<file path="src/rtl/adder_axil_pkg.sv">
// rtl/adder_axil_pkg.sv - shared types and constants for the AXI4-Lite adder sequencer
package adder_axil_pkg;

    typedef enum logic [2:0] {
        ST_IDLE,
        ST_WR_A,
        ST_WB_A,
        ST_WR_B,
        ST_WB_B,
        ST_RD_AR,
        ST_RD_R,
        ST_RESP
    } seq_state_e;

    localparam logic [7:0] OPA_OFFSET = 8'h00;
    localparam logic [7:0] OPB_OFFSET = 8'h04;
    localparam logic [7:0] RES_OFFSET = 8'h08;

    localparam logic RESP_OKAY = 1'b0;

endpackage

</file>
<file path="src/rtl/adder_axil_sequencer_if.sv">
// rtl/adder_axil_sequencer_if.sv - AXI4-Lite bus between the sequencer and the adder slave
interface adder_axil_sequencer_if #(
    parameter int DATA_WIDTH = 32,
    parameter int ADDR_WIDTH = 8
);
    logic [ADDR_WIDTH-1:0]   awaddr;
    logic                    awvalid;
    logic                    awready;
    logic [DATA_WIDTH-1:0]   wdata;
    logic [DATA_WIDTH/8-1:0] wstrb;
    logic                    wvalid;
    logic                    wready;
    logic                    bresp;
    logic                    bvalid;
    logic                    bready;
    logic [ADDR_WIDTH-1:0]   araddr;
    logic                    arvalid;
    logic                    arready;
    logic [DATA_WIDTH-1:0]   rdata;
    logic                    rresp;
    logic                    rvalid;
    logic                    rready;

    modport master (
        output awaddr, awvalid, wdata, wstrb, wvalid, bready, araddr, arvalid, rready,
        input  awready, wready, bresp, bvalid, arready, rdata, rresp, rvalid
    );

    modport slave (
        input  awaddr, awvalid, wdata, wstrb, wvalid, bready, araddr, arvalid, rready,
        output awready, wready, bresp, bvalid, arready, rdata, rresp, rvalid
    );

endinterface

</file>
<file path="src/rtl/axil_write_channel.sv">
// rtl/axil_write_channel.sv - one AXI4-Lite write: AW and W tracked independently, then B
module axil_write_channel
    import adder_axil_pkg::*;
#(
    parameter int DATA_WIDTH = 32,
    parameter int ADDR_WIDTH = 8
) (
    input  logic                    clk,
    input  logic                    rst,
    input  logic                    start,
    input  logic [ADDR_WIDTH-1:0]   start_addr,
    input  logic [DATA_WIDTH-1:0]   start_data,
    input  logic                    resp_phase,
    output logic [ADDR_WIDTH-1:0]   awaddr,
    output logic                    awvalid,
    input  logic                    awready,
    output logic [DATA_WIDTH-1:0]   wdata,
    output logic [DATA_WIDTH/8-1:0] wstrb,
    output logic                    wvalid,
    input  logic                    wready,
    input  logic                    bresp,
    input  logic                    bvalid,
    output logic                    bready,
    output logic                    req_done,
    output logic                    b_done,
    output logic                    b_err
);

    logic aw_done_q;
    logic w_done_q;
    logic aw_hs;
    logic w_hs;

    assign aw_hs = awvalid & awready;
    assign w_hs  = wvalid & wready;
    assign wstrb = '1;

    always_ff @(posedge clk) begin
        if (rst) begin
            awvalid   <= 1'b0;
            wvalid    <= 1'b0;
            awaddr    <= '0;
            wdata     <= '0;
            aw_done_q <= 1'b0;
            w_done_q  <= 1'b0;
        end else if (start) begin
            awvalid   <= 1'b1;
            wvalid    <= 1'b1;
            awaddr    <= start_addr;
            wdata     <= start_data;
            aw_done_q <= 1'b0;
            w_done_q  <= 1'b0;
        end else begin
            if (aw_hs) begin
                awvalid   <= 1'b0;
                aw_done_q <= 1'b1;
            end
            if (w_hs) begin
                wvalid   <= 1'b0;
                w_done_q <= 1'b1;
            end
        end
    end

    // Done counts a handshake landing this cycle so the caller never waits an extra cycle.
    assign req_done = (aw_done_q | aw_hs) & (w_done_q | w_hs);
    assign bready   = resp_phase;
    assign b_done   = bready & bvalid;
    assign b_err    = b_done & (bresp != RESP_OKAY);

endmodule

</file>
<file path="src/rtl/adder_axil_sequencer.sv">
// rtl/adder_axil_sequencer.sv - drives one write-A, write-B, read-result sequence per request
module adder_axil_sequencer
    import adder_axil_pkg::*;
#(
    parameter int                    DATA_WIDTH = 32,
    parameter int                    ADDR_WIDTH = 8,
    parameter logic [ADDR_WIDTH-1:0] OPA_ADDR   = ADDR_WIDTH'(OPA_OFFSET),
    parameter logic [ADDR_WIDTH-1:0] OPB_ADDR   = ADDR_WIDTH'(OPB_OFFSET),
    parameter logic [ADDR_WIDTH-1:0] RES_ADDR   = ADDR_WIDTH'(RES_OFFSET)
) (
    input  logic                  m1_axi_aclk,
    input  logic                  m1_axi_areset,
    input  logic                  req_valid,
    output logic                  req_ready,
    input  logic [DATA_WIDTH-1:0] req_opa,
    input  logic [DATA_WIDTH-1:0] req_opb,
    output logic                  res_valid,
    input  logic                  res_ready,
    output logic [DATA_WIDTH-1:0] res_data,
    output logic                  res_err,
    adder_axil_sequencer_if.master m1_axi
);

    seq_state_e            state_q;
    seq_state_e            state_n;
    logic                  accept;
    logic                  wr_start;
    logic                  wr_done;
    logic                  b_done;
    logic                  b_err;
    logic                  ar_hs;
    logic                  r_hs;
    logic [ADDR_WIDTH-1:0] wr_addr;
    logic [DATA_WIDTH-1:0] wr_data;
    logic [DATA_WIDTH-1:0] opb_q;
    logic [DATA_WIDTH-1:0] res_data_q;
    logic [ADDR_WIDTH-1:0] araddr_q;
    logic                  arvalid_q;
    logic                  err_q;

    assign req_ready = (state_q == ST_IDLE);
    assign accept    = req_valid & req_ready;
    assign ar_hs     = arvalid_q & m1_axi.arready;
    assign r_hs      = m1_axi.rready & m1_axi.rvalid;

    // Operand A goes straight into the write channel's registers on accept; B waits in opb_q.
    assign wr_start = accept | ((state_q == ST_WB_A) & b_done);
    assign wr_addr  = (state_q == ST_IDLE) ? OPA_ADDR : OPB_ADDR;
    assign wr_data  = (state_q == ST_IDLE) ? req_opa : opb_q;

    axil_write_channel #(
        .DATA_WIDTH (DATA_WIDTH),
        .ADDR_WIDTH (ADDR_WIDTH)
    ) u_wr (
        .clk        (m1_axi_aclk),
        .rst        (m1_axi_areset),
        .start      (wr_start),
        .start_addr (wr_addr),
        .start_data (wr_data),
        .resp_phase ((state_q == ST_WB_A) || (state_q == ST_WB_B)),
        .awaddr     (m1_axi.awaddr),
        .awvalid    (m1_axi.awvalid),
        .awready    (m1_axi.awready),
        .wdata      (m1_axi.wdata),
        .wstrb      (m1_axi.wstrb),
        .wvalid     (m1_axi.wvalid),
        .wready     (m1_axi.wready),
        .bresp      (m1_axi.bresp),
        .bvalid     (m1_axi.bvalid),
        .bready     (m1_axi.bready),
        .req_done   (wr_done),
        .b_done     (b_done),
        .b_err      (b_err)
    );

    always_ff @(posedge m1_axi_aclk) begin
        if (m1_axi_areset) begin
            state_q <= ST_IDLE;
        end else begin
            state_q <= state_n;
        end
    end

    always_comb begin
        state_n = state_q;
        case (state_q)
            ST_IDLE:  if (accept)    state_n = ST_WR_A;
            ST_WR_A:  if (wr_done)   state_n = ST_WB_A;
            ST_WB_A:  if (b_done)    state_n = ST_WR_B;
            ST_WR_B:  if (wr_done)   state_n = ST_WB_B;
            ST_WB_B:  if (b_done)    state_n = ST_RD_AR;
            ST_RD_AR: if (ar_hs)     state_n = ST_RD_R;
            ST_RD_R:  if (r_hs)      state_n = ST_RESP;
            ST_RESP:  if (res_ready) state_n = ST_IDLE;
            default:                 state_n = ST_IDLE;
        endcase
    end

    always_ff @(posedge m1_axi_aclk) begin
        if (m1_axi_areset) begin
            opb_q      <= '0;
            arvalid_q  <= 1'b0;
            araddr_q   <= '0;
            res_data_q <= '0;
            err_q      <= 1'b0;
        end else begin
            if (accept) begin
                opb_q <= req_opb;
            end
            // AR only goes out once the second B response has been taken.
            if ((state_q == ST_WB_B) && b_done) begin
                arvalid_q <= 1'b1;
                araddr_q  <= RES_ADDR;
            end else if (ar_hs) begin
                arvalid_q <= 1'b0;
            end
            if ((state_q == ST_RD_R) && r_hs) begin
                res_data_q <= m1_axi.rdata;
            end
            if ((state_q == ST_RESP) && res_ready) begin
                err_q <= 1'b0;
            end else if (b_err || (r_hs && (m1_axi.rresp != RESP_OKAY))) begin
                err_q <= 1'b1;
            end
        end
    end

    assign m1_axi.arvalid = arvalid_q;
    assign m1_axi.araddr  = araddr_q;
    assign m1_axi.rready  = (state_q == ST_RD_R);
    assign res_valid      = (state_q == ST_RESP);
    assign res_data       = res_data_q;
    assign res_err        = err_q;

endmodule

</file>
<file path="src/flat_wrapper.sv">
// flat-port wrapper written by rule: the top's interface ports become plain ports
module adder_axil_sequencer_flat import adder_axil_pkg::*;
#(
    parameter int                    DATA_WIDTH = 32,
    parameter int                    ADDR_WIDTH = 8,
    parameter logic [ADDR_WIDTH-1:0] OPA_ADDR   = ADDR_WIDTH'(OPA_OFFSET),
    parameter logic [ADDR_WIDTH-1:0] OPB_ADDR   = ADDR_WIDTH'(OPB_OFFSET),
    parameter logic [ADDR_WIDTH-1:0] RES_ADDR   = ADDR_WIDTH'(RES_OFFSET)
)
  (m1_axi_aclk, m1_axi_areset, req_valid, req_ready, req_opa, req_opb, res_valid, res_ready, res_data, res_err, m1_axi_awaddr, m1_axi_awvalid, m1_axi_wdata, m1_axi_wstrb, m1_axi_wvalid, m1_axi_bready, m1_axi_araddr, m1_axi_arvalid, m1_axi_rready, m1_axi_awready, m1_axi_wready, m1_axi_bresp, m1_axi_bvalid, m1_axi_arready, m1_axi_rdata, m1_axi_rresp, m1_axi_rvalid);
  adder_axil_sequencer_if #(.DATA_WIDTH(DATA_WIDTH), .ADDR_WIDTH(ADDR_WIDTH)) m1_axi_i ();
  input  logic m1_axi_aclk;
  input  logic m1_axi_areset;
  input  logic req_valid;
  output logic req_ready;
  input  logic [DATA_WIDTH-1:0] req_opa;
  input  logic [DATA_WIDTH-1:0] req_opb;
  output logic res_valid;
  input  logic res_ready;
  output logic [DATA_WIDTH-1:0] res_data;
  output logic res_err;
  output wire logic [$bits(m1_axi_i.awaddr)-1:0] m1_axi_awaddr;
  output wire logic [$bits(m1_axi_i.awvalid)-1:0] m1_axi_awvalid;
  output wire logic [$bits(m1_axi_i.wdata)-1:0] m1_axi_wdata;
  output wire logic [$bits(m1_axi_i.wstrb)-1:0] m1_axi_wstrb;
  output wire logic [$bits(m1_axi_i.wvalid)-1:0] m1_axi_wvalid;
  output wire logic [$bits(m1_axi_i.bready)-1:0] m1_axi_bready;
  output wire logic [$bits(m1_axi_i.araddr)-1:0] m1_axi_araddr;
  output wire logic [$bits(m1_axi_i.arvalid)-1:0] m1_axi_arvalid;
  output wire logic [$bits(m1_axi_i.rready)-1:0] m1_axi_rready;
  input wire logic [$bits(m1_axi_i.awready)-1:0] m1_axi_awready;
  input wire logic [$bits(m1_axi_i.wready)-1:0] m1_axi_wready;
  input wire logic [$bits(m1_axi_i.bresp)-1:0] m1_axi_bresp;
  input wire logic [$bits(m1_axi_i.bvalid)-1:0] m1_axi_bvalid;
  input wire logic [$bits(m1_axi_i.arready)-1:0] m1_axi_arready;
  input wire logic [$bits(m1_axi_i.rdata)-1:0] m1_axi_rdata;
  input wire logic [$bits(m1_axi_i.rresp)-1:0] m1_axi_rresp;
  input wire logic [$bits(m1_axi_i.rvalid)-1:0] m1_axi_rvalid;
  assign m1_axi_awaddr = m1_axi_i.awaddr;
  assign m1_axi_awvalid = m1_axi_i.awvalid;
  assign m1_axi_wdata = m1_axi_i.wdata;
  assign m1_axi_wstrb = m1_axi_i.wstrb;
  assign m1_axi_wvalid = m1_axi_i.wvalid;
  assign m1_axi_bready = m1_axi_i.bready;
  assign m1_axi_araddr = m1_axi_i.araddr;
  assign m1_axi_arvalid = m1_axi_i.arvalid;
  assign m1_axi_rready = m1_axi_i.rready;
  assign m1_axi_i.awready = m1_axi_awready;
  assign m1_axi_i.wready = m1_axi_wready;
  assign m1_axi_i.bresp = m1_axi_bresp;
  assign m1_axi_i.bvalid = m1_axi_bvalid;
  assign m1_axi_i.arready = m1_axi_arready;
  assign m1_axi_i.rdata = m1_axi_rdata;
  assign m1_axi_i.rresp = m1_axi_rresp;
  assign m1_axi_i.rvalid = m1_axi_rvalid;
  adder_axil_sequencer #(.DATA_WIDTH(DATA_WIDTH), .ADDR_WIDTH(ADDR_WIDTH), .OPA_ADDR(OPA_ADDR), .OPB_ADDR(OPB_ADDR), .RES_ADDR(RES_ADDR)) u_core (.m1_axi_aclk(m1_axi_aclk), .m1_axi_areset(m1_axi_areset), .req_valid(req_valid), .req_ready(req_ready), .req_opa(req_opa), .req_opb(req_opb), .res_valid(res_valid), .res_ready(res_ready), .res_data(res_data), .res_err(res_err), .m1_axi(m1_axi_i));
endmodule
</file>
<file path="config.mk">
export PLATFORM = sky130hd
export DESIGN_NAME = adder_axil_sequencer_flat
export DESIGN_NICKNAME = d
export VERILOG_FILES = /design/src/rtl/adder_axil_pkg.sv /design/src/rtl/adder_axil_sequencer_if.sv /design/src/rtl/axil_write_channel.sv /design/src/rtl/adder_axil_sequencer.sv /design/src/flat_wrapper.sv
export SDC_FILE = /design/constraint.sdc
export NUM_CORES = 1
export LEC_CHECK = 0
export ABC_CLOCK_PERIOD_IN_PS = 4400
export BUFFER_PORTS_ARGS = -buffer_cell sky130_fd_sc_hd__buf_2
export CAP_MARGIN = 20
export CORE_ASPECT_RATIO = 1.75
export CORE_UTILIZATION = 52
export DETAILED_ROUTE_END_ITERATION = 8
export PLACE_DENSITY = 0.83
export SYNTH_ARGS = -nofsm -noshare
export SYNTH_HDL_FRONTEND = slang
export SYNTH_HIERARCHICAL = 1
export SYNTH_SLANG_ARGS = --single-unit
</file>
<file path="constraint.sdc">
create_clock -name m1_axi_aclk -period 4.4 [get_ports m1_axi_aclk]
set_clock_uncertainty 0.15 [all_clocks]
set_input_delay 0.88 -clock m1_axi_aclk [delete_from_list [all_inputs] [get_ports m1_axi_aclk]]
set_output_delay 0.88 -clock m1_axi_aclk [all_outputs]
set_load 0.005 [all_outputs]
</file>
==> metrics, run 1 <==
status=complete, no violations; gr ovfl total=0; Routed WL=11400 um; Initial DRC Count=135; Placer Congestion=0.790; Synth-to-Final Area Change=31.1%; Post-DP Area=0.00551 sq mm; I/O pin cnt=199; largest net degree at the start of global routing=115; Tcrit/Tclk final=0.749; Post-synth EDFFs=0; Mean Syn Cell Area=8.89 sq um; vias per inst=4.95; CTS sink cnt=114; minimum clock period=3.29 ns; Die ar.=0.00941 sq mm; hold buffers post-CTS=0; Layout Cells excl Fill=832; Hold Vio Cnt, Final=0; dpl cells=798; largest cells by area after synthesis=dfxtp_1, nand2_1, mux2i_1, mux2_2, a21oi_1; vias in the first global route=3876; worst relative slew slack=0.263; Max clock buf depth=2; nets@finish=810; CTS tree=built; setup TNS=0 ns; leakage=2.90 nW; leading area contributor after synthesis=dfxtp_1; post-cts sizing count=0; layout cells sized above 1=0.357; grt met1 use=0.231; H-tree Lvls=4; register area=0.00228 sq mm; drt drc=0; Final Slew Violations=0; multi-input logic area=0.00212 sq mm; crit path launch type=flip-flop; root buffer cell=clkbuf_16; hold path depth=2; die width=73.8 um; top cell type's share of synthesized area=0.487; worst slew pin tran=1.11 ns; Pwr Density=449 mW/mm^2; met2 GRT Util=0.435; CTS clock-pin slew for the worst setup and hold paths=0.05 ns; WL per Instance=13.7 um; Crit Path Max Fanout=19; Reg2Reg Setup Slack=1.68 ns; YS warnings=6; # Post-CTS Setup Buffers=0; Max Fclk=0.304 GHz; Worst EP arrival=2.26 ns; core area=0.00873 sq mm; Post-synth ARST share=0; initial antenna violation count=0; Worst EP required=3.37 ns; Hold Path Class=flip-flop to flip-flop; Post-Synthesis Cells=527; HPWL Detailed=7650 um; RSZ-0062 raised after global routing=false; FP Rows=45; GRT busiest layer=met2; Final WS setup=1.11 ns; Critical Path End Type=output port; Register-to-Register Path Depth=8; first-pass GRT wire length=17100 um; Post-Synthesis Cell Area=0.00468 sq mm; max-cap violations=0; total CTS buffers=17; worst skew pair latency=0.40 ns; #FFs+latches synth=114; design area=0.00614 sq mm; pre-CTS WS=1.53 ns; # diodes=0; ys flop type=dfxtp_1; met3 Usage GRT=0.0670; Die H=128 um; Via Count=4122; port buffer count=187; post-synthesis cell type count=31; setup violation total in the final timing report=0; CP Class=flip-flop to output port; Initial Util=0.537; GRT Util Overall=0.241; drt first pass iters=4; Fillers=661; worst IR drop on VDD=0.339 mV; Routed Antenna Nets=0; Seq/Total Area, Yosys=0.487
[state kept, by name (all words and copies together), names as in the netlist, 3 cells and up]
name	flops
u_core/opb_q	32
u_core/res_data	32
u_core/u_wr/awaddr	8
u_core/state_q	3
u_core/u_wr/wdata	32
[where the power goes]
part	switching, W	internal (W)
registers	0.0000382	0.00110
logic	0.000174	0.000179
clock network	0.000430	0.000843
total	0.000642	0.00212
[final timing paths]
kind | startpoint | to
min | u_core/res_data[24]$_SDFFE_PP0P_ | u_core/res_data[24]$_SDFFE_PP0P_
max | u_core/state_q[0]$_SDFFE_PP0P_ | req_ready
min reg2reg | u_core/res_data[24]$_SDFFE_PP0P_ | u_core/res_data[24]$_SDFFE_PP0P_
max reg2reg | u_core/state_q[1]$_SDFFE_PP0P_ | u_core/u_wr/wdata[18]$_SDFFE_PP0P_
[critical path, stage by stage (launching register included)]
cell	delay, ns
dfxtp_1	0.49
nor3_4	0.80
buf_4	0.40
buf_2	0.17
[synth_stat cells (2+ instances only)]
cell type / instances
nand2_1: 131
dfxtp_1: 114
a21oi_1: 71
nor2_1: 46
mux2i_1: 42
mux2_2: 33
buf_4: 16
clkbuf_1: 16
buf_2: 10
nor3_1: 5
and2_1: 4
buf_1: 4
buf_12: 4
inv_1: 4
nand2b_1: 4
nor2b_1: 3
a31oi_1: 2
and3_1: 2
conb_1: 2
nor3b_1: 2
o21ai_0: 2
[cell usage in the layout, fill, tap and decap left out, types with 5 or more instances in the layout]
cell,n
nand2_1,131
nor2_1,46
a21oi_1,71
clkbuf_16,17
buf_2,186
conb_1,18
dfxtp_1,114
clkbuf_8,5
mux2i_1,42
mux2_2,33
[logic make-up (layout without fill, tap and decap cells)]
family	Yosys count	in the layout	share of synthesized area
xor+xnor	1	1	0.00187
mux	75	75	0.169
compound gates	80	80	0.0897
other cells	2	18	0.00160
buf+inv	55	227	0.0751
flops	114	114	0.487
simple gates	200	200	0.175
[metal layers]
| layer | vias up | routed length [um] |
|---|---|---|
| met1 | 1850 | 4240 |
| li1 | 2062 | - |
| met3 | 34 | 627 |
| met4 | 0 | 448 |
| met2 | 176 | 6110 |
| met5 | - | 0 |
[metrics by stage]
step	utilization	hold WS, ns	total power, W
floorplan	-	0.284	0.00139
global placement	0.632	0.289	0.00147
detailed placement	0.632	0.295	0.00149
CTS	0.696	0.301	0.00276
global route	0.704	0.318	0.00287
finish	0.704	0.300	0.00276
[final cells by class]
type / count / area share
Sequential cell: 114 / 0.372
Multi-Input combinational cell: 374 / 0.344
Timing Repair Buffer: 192 / 0.167
Clock buffer: 26 / 0.0829
Tap cell: 117 / 0.0238
Clock inverter: 5 / 0.00815
Inverter: 4 / 0.00244
(Power assumes the default switching activity.)
==> inputs of run 2 (changes only) <==
- ABC_CLOCK_PERIOD_IN_PS: 4400 -> 2800
- CORE_UTILIZATION: 52 -> 43
- PLACE_DENSITY: 0.83 -> 0.73
- clock period: 4.4 -> 2.8 ns (I/O delays scaled with it)
==> metrics, run 2 (synthesized netlist as in run 1, its figures left out) <==
Synth-to-Final Area Change=33.5%; layout cells sized above 1=0.365 (+0.00826); Layout Cells excl Fill=848 (+1.9%); Tcrit/Tclk final=0.860; drt first pass iters=5 (+1); max-cap violations=0 (unchanged); vias in the first global route=4004 (+3.3%); setup violation total in the final timing report=0 (unchanged); total CTS buffers=17 (unchanged); initial antenna violation count=0 (unchanged); worst slew pin tran=1.08 ns (-0.0247 ns); RSZ-0062 raised after global routing=false; # Post-CTS Setup Buffers=0 (unchanged); worst relative slew slack=0.280 (+0.0165); drt drc=0 (unchanged); Initial Util=0.440 (-0.0963); leakage=2.94 nW (+1.4%); I/O pin cnt=199 (unchanged); CP Class=flip-flop to flip-flop; CTS sink cnt=114 (unchanged); Hold Path Class=input port to flip-flop; status=complete, no violations; most frequent cells in the layout=buf_2, nand2_1, dfxtp_1, a21oi_1, nor2_1; WL per Instance=13.7 um (about the same); worst IR drop on VDD=0.592 mV (+75%); Worst EP arrival=2.53 ns (+0.27 ns); Crit Path Max Fanout=43 (+24); CTS clock-pin slew for the worst setup and hold paths=0.06 ns (about the same); Placer Congestion=0.780 (-1.3%); Routed WL=11600 um (+2.0%); minimum clock period=2.41 ns; Die ar.=0.0113 sq mm (+20%); Final Slew Violations=0 (unchanged); Via Count=4153 (+0.75%); core area=0.0106 sq mm (+22%); # diodes=0 (unchanged); root buffer cell=clkbuf_16; Routed Antenna Nets=0 (unchanged); crit path launch type=flip-flop; FP Rows=50 (+11%); Max Fclk=0.415 GHz; vias per inst=4.90 (-1.1%); port buffer count=187 (unchanged); Hold Vio Cnt, Final=0 (unchanged); Pwr Density=748 mW/mm^2 (+66%); Worst EP required=2.93 ns (-0.44 ns); dpl cells=816 (+2.3%); H-tree Lvls=4 (unchanged); GRT Util Overall=0.211 (-0.0302); Max clock buf depth=2 (unchanged); first-pass GRT wire length=18100 um (+6.0%); worst skew pair latency=0.41 ns (about the same); setup TNS=0 ns (unchanged); die width=80.9 um (+9.7%); nets@finish=812 (+0.25%); most common cell after layout, fill and taps aside=buf_2; Die H=140 um (+9.8%); largest net degree at the start of global routing=51 (-56%); CTS tree=built; hold buffers post-CTS=0 (unchanged); HPWL Detailed=7980 um (+4.4%); post-cts sizing count=0 (unchanged); gr ovfl total=0 (unchanged); Critical Path End Type=flip-flop; Initial DRC Count=138 (+2.2%)
==> run 2: changes by cell type in the layout (fill, tap and decap cells not counted), sizes merged <==
| cell | before | now |
|---|---|---|
| clkinvlp | 0 | 2 |
| clkbuf | 26 | 18 |
| bufinv | 1 | 5 |
| clkinv | 4 | 7 |
| buf | 192 | 194 |
==> run 2: final cells by class <==
cell class | instances | area (sq um)
Inverter | 4 | 15.0
Clock inverter | 14 | 211
Tap cell | 130 | 163
Clock buffer | 18 | 439
Fill cell | 950 | 4380
Sequential cell | 114 | 2280
Timing Repair Buffer | 194 | 1030
Multi-Input combinational cell | 374 | 2120
==> run 2: final timing paths <==
path | slack, ns | cells after the start | startpoint | to
max reg2reg | 0.39 | 8 | u_core/state_q[1]$_SDFFE_PP0P_ | u_core/u_wr/wdata[18]$_SDFFE_PP0P_
min reg2reg | 0.30 | 2 | u_core/res_data[20]$_SDFFE_PP0P_ | u_core/res_data[20]$_SDFFE_PP0P_
min | 0.24 | 3 | req_opb[24] | u_core/opb_q[24]$_SDFFE_PP0P_
max | 0.39 | 8 | u_core/state_q[1]$_SDFFE_PP0P_ | u_core/u_wr/wdata[18]$_SDFFE_PP0P_
==> run 2: per-stage QoR <==
step | instance area [sq um] | utilization | hold slack, ns | setup WS [ns] | power, W
global placement | 5600 | 0.527 | 0.287 | 0.560 | 0.00235
global route | 6250 | 0.588 | 0.229 | 0.192 | 0.00487
finish | 6250 | 0.588 | 0.237 | 0.392 | 0.00468
detailed placement | 5600 | 0.527 | 0.294 | 0.400 | 0.00237
CTS | 6250 | 0.588 | 0.219 | 0.382 | 0.00473
floorplan | 4740 | - | 0.284 | 0.624 | 0.00219
==> run 2: routing by layer <==
metal,global-route usage,part of all wire,up-vias
met5,0,0,-
met4,0.111,0.031,0
met3,0.0684,0.064,28
met2,0.384,0.54,160
met1,0.202,0.37,1898
li1,-,-,2067
==> run 2: where the power goes <==
| group | internal, W | switching [W] | total, W |
|---|---|---|---|
| Clock | 0.00160 | 0.000749 | 0.00235 |
| Combinational | 0.000281 | 0.000273 | 0.000554 |
| Sequential | 0.00172 | 0.0000575 | 0.00178 |
==> run 2: worst max-delay path, stage by stage, from the launching register on <==
cell	delay [ns]
dfxtp_1	0.65
xnor2_1	0.12
nor2_1	0.15
and2_1	0.22
mux2i_1	0.11
nor3_2	0.21
buf_12	0.34
mux2i_1	0.26
nor2_1	0.05
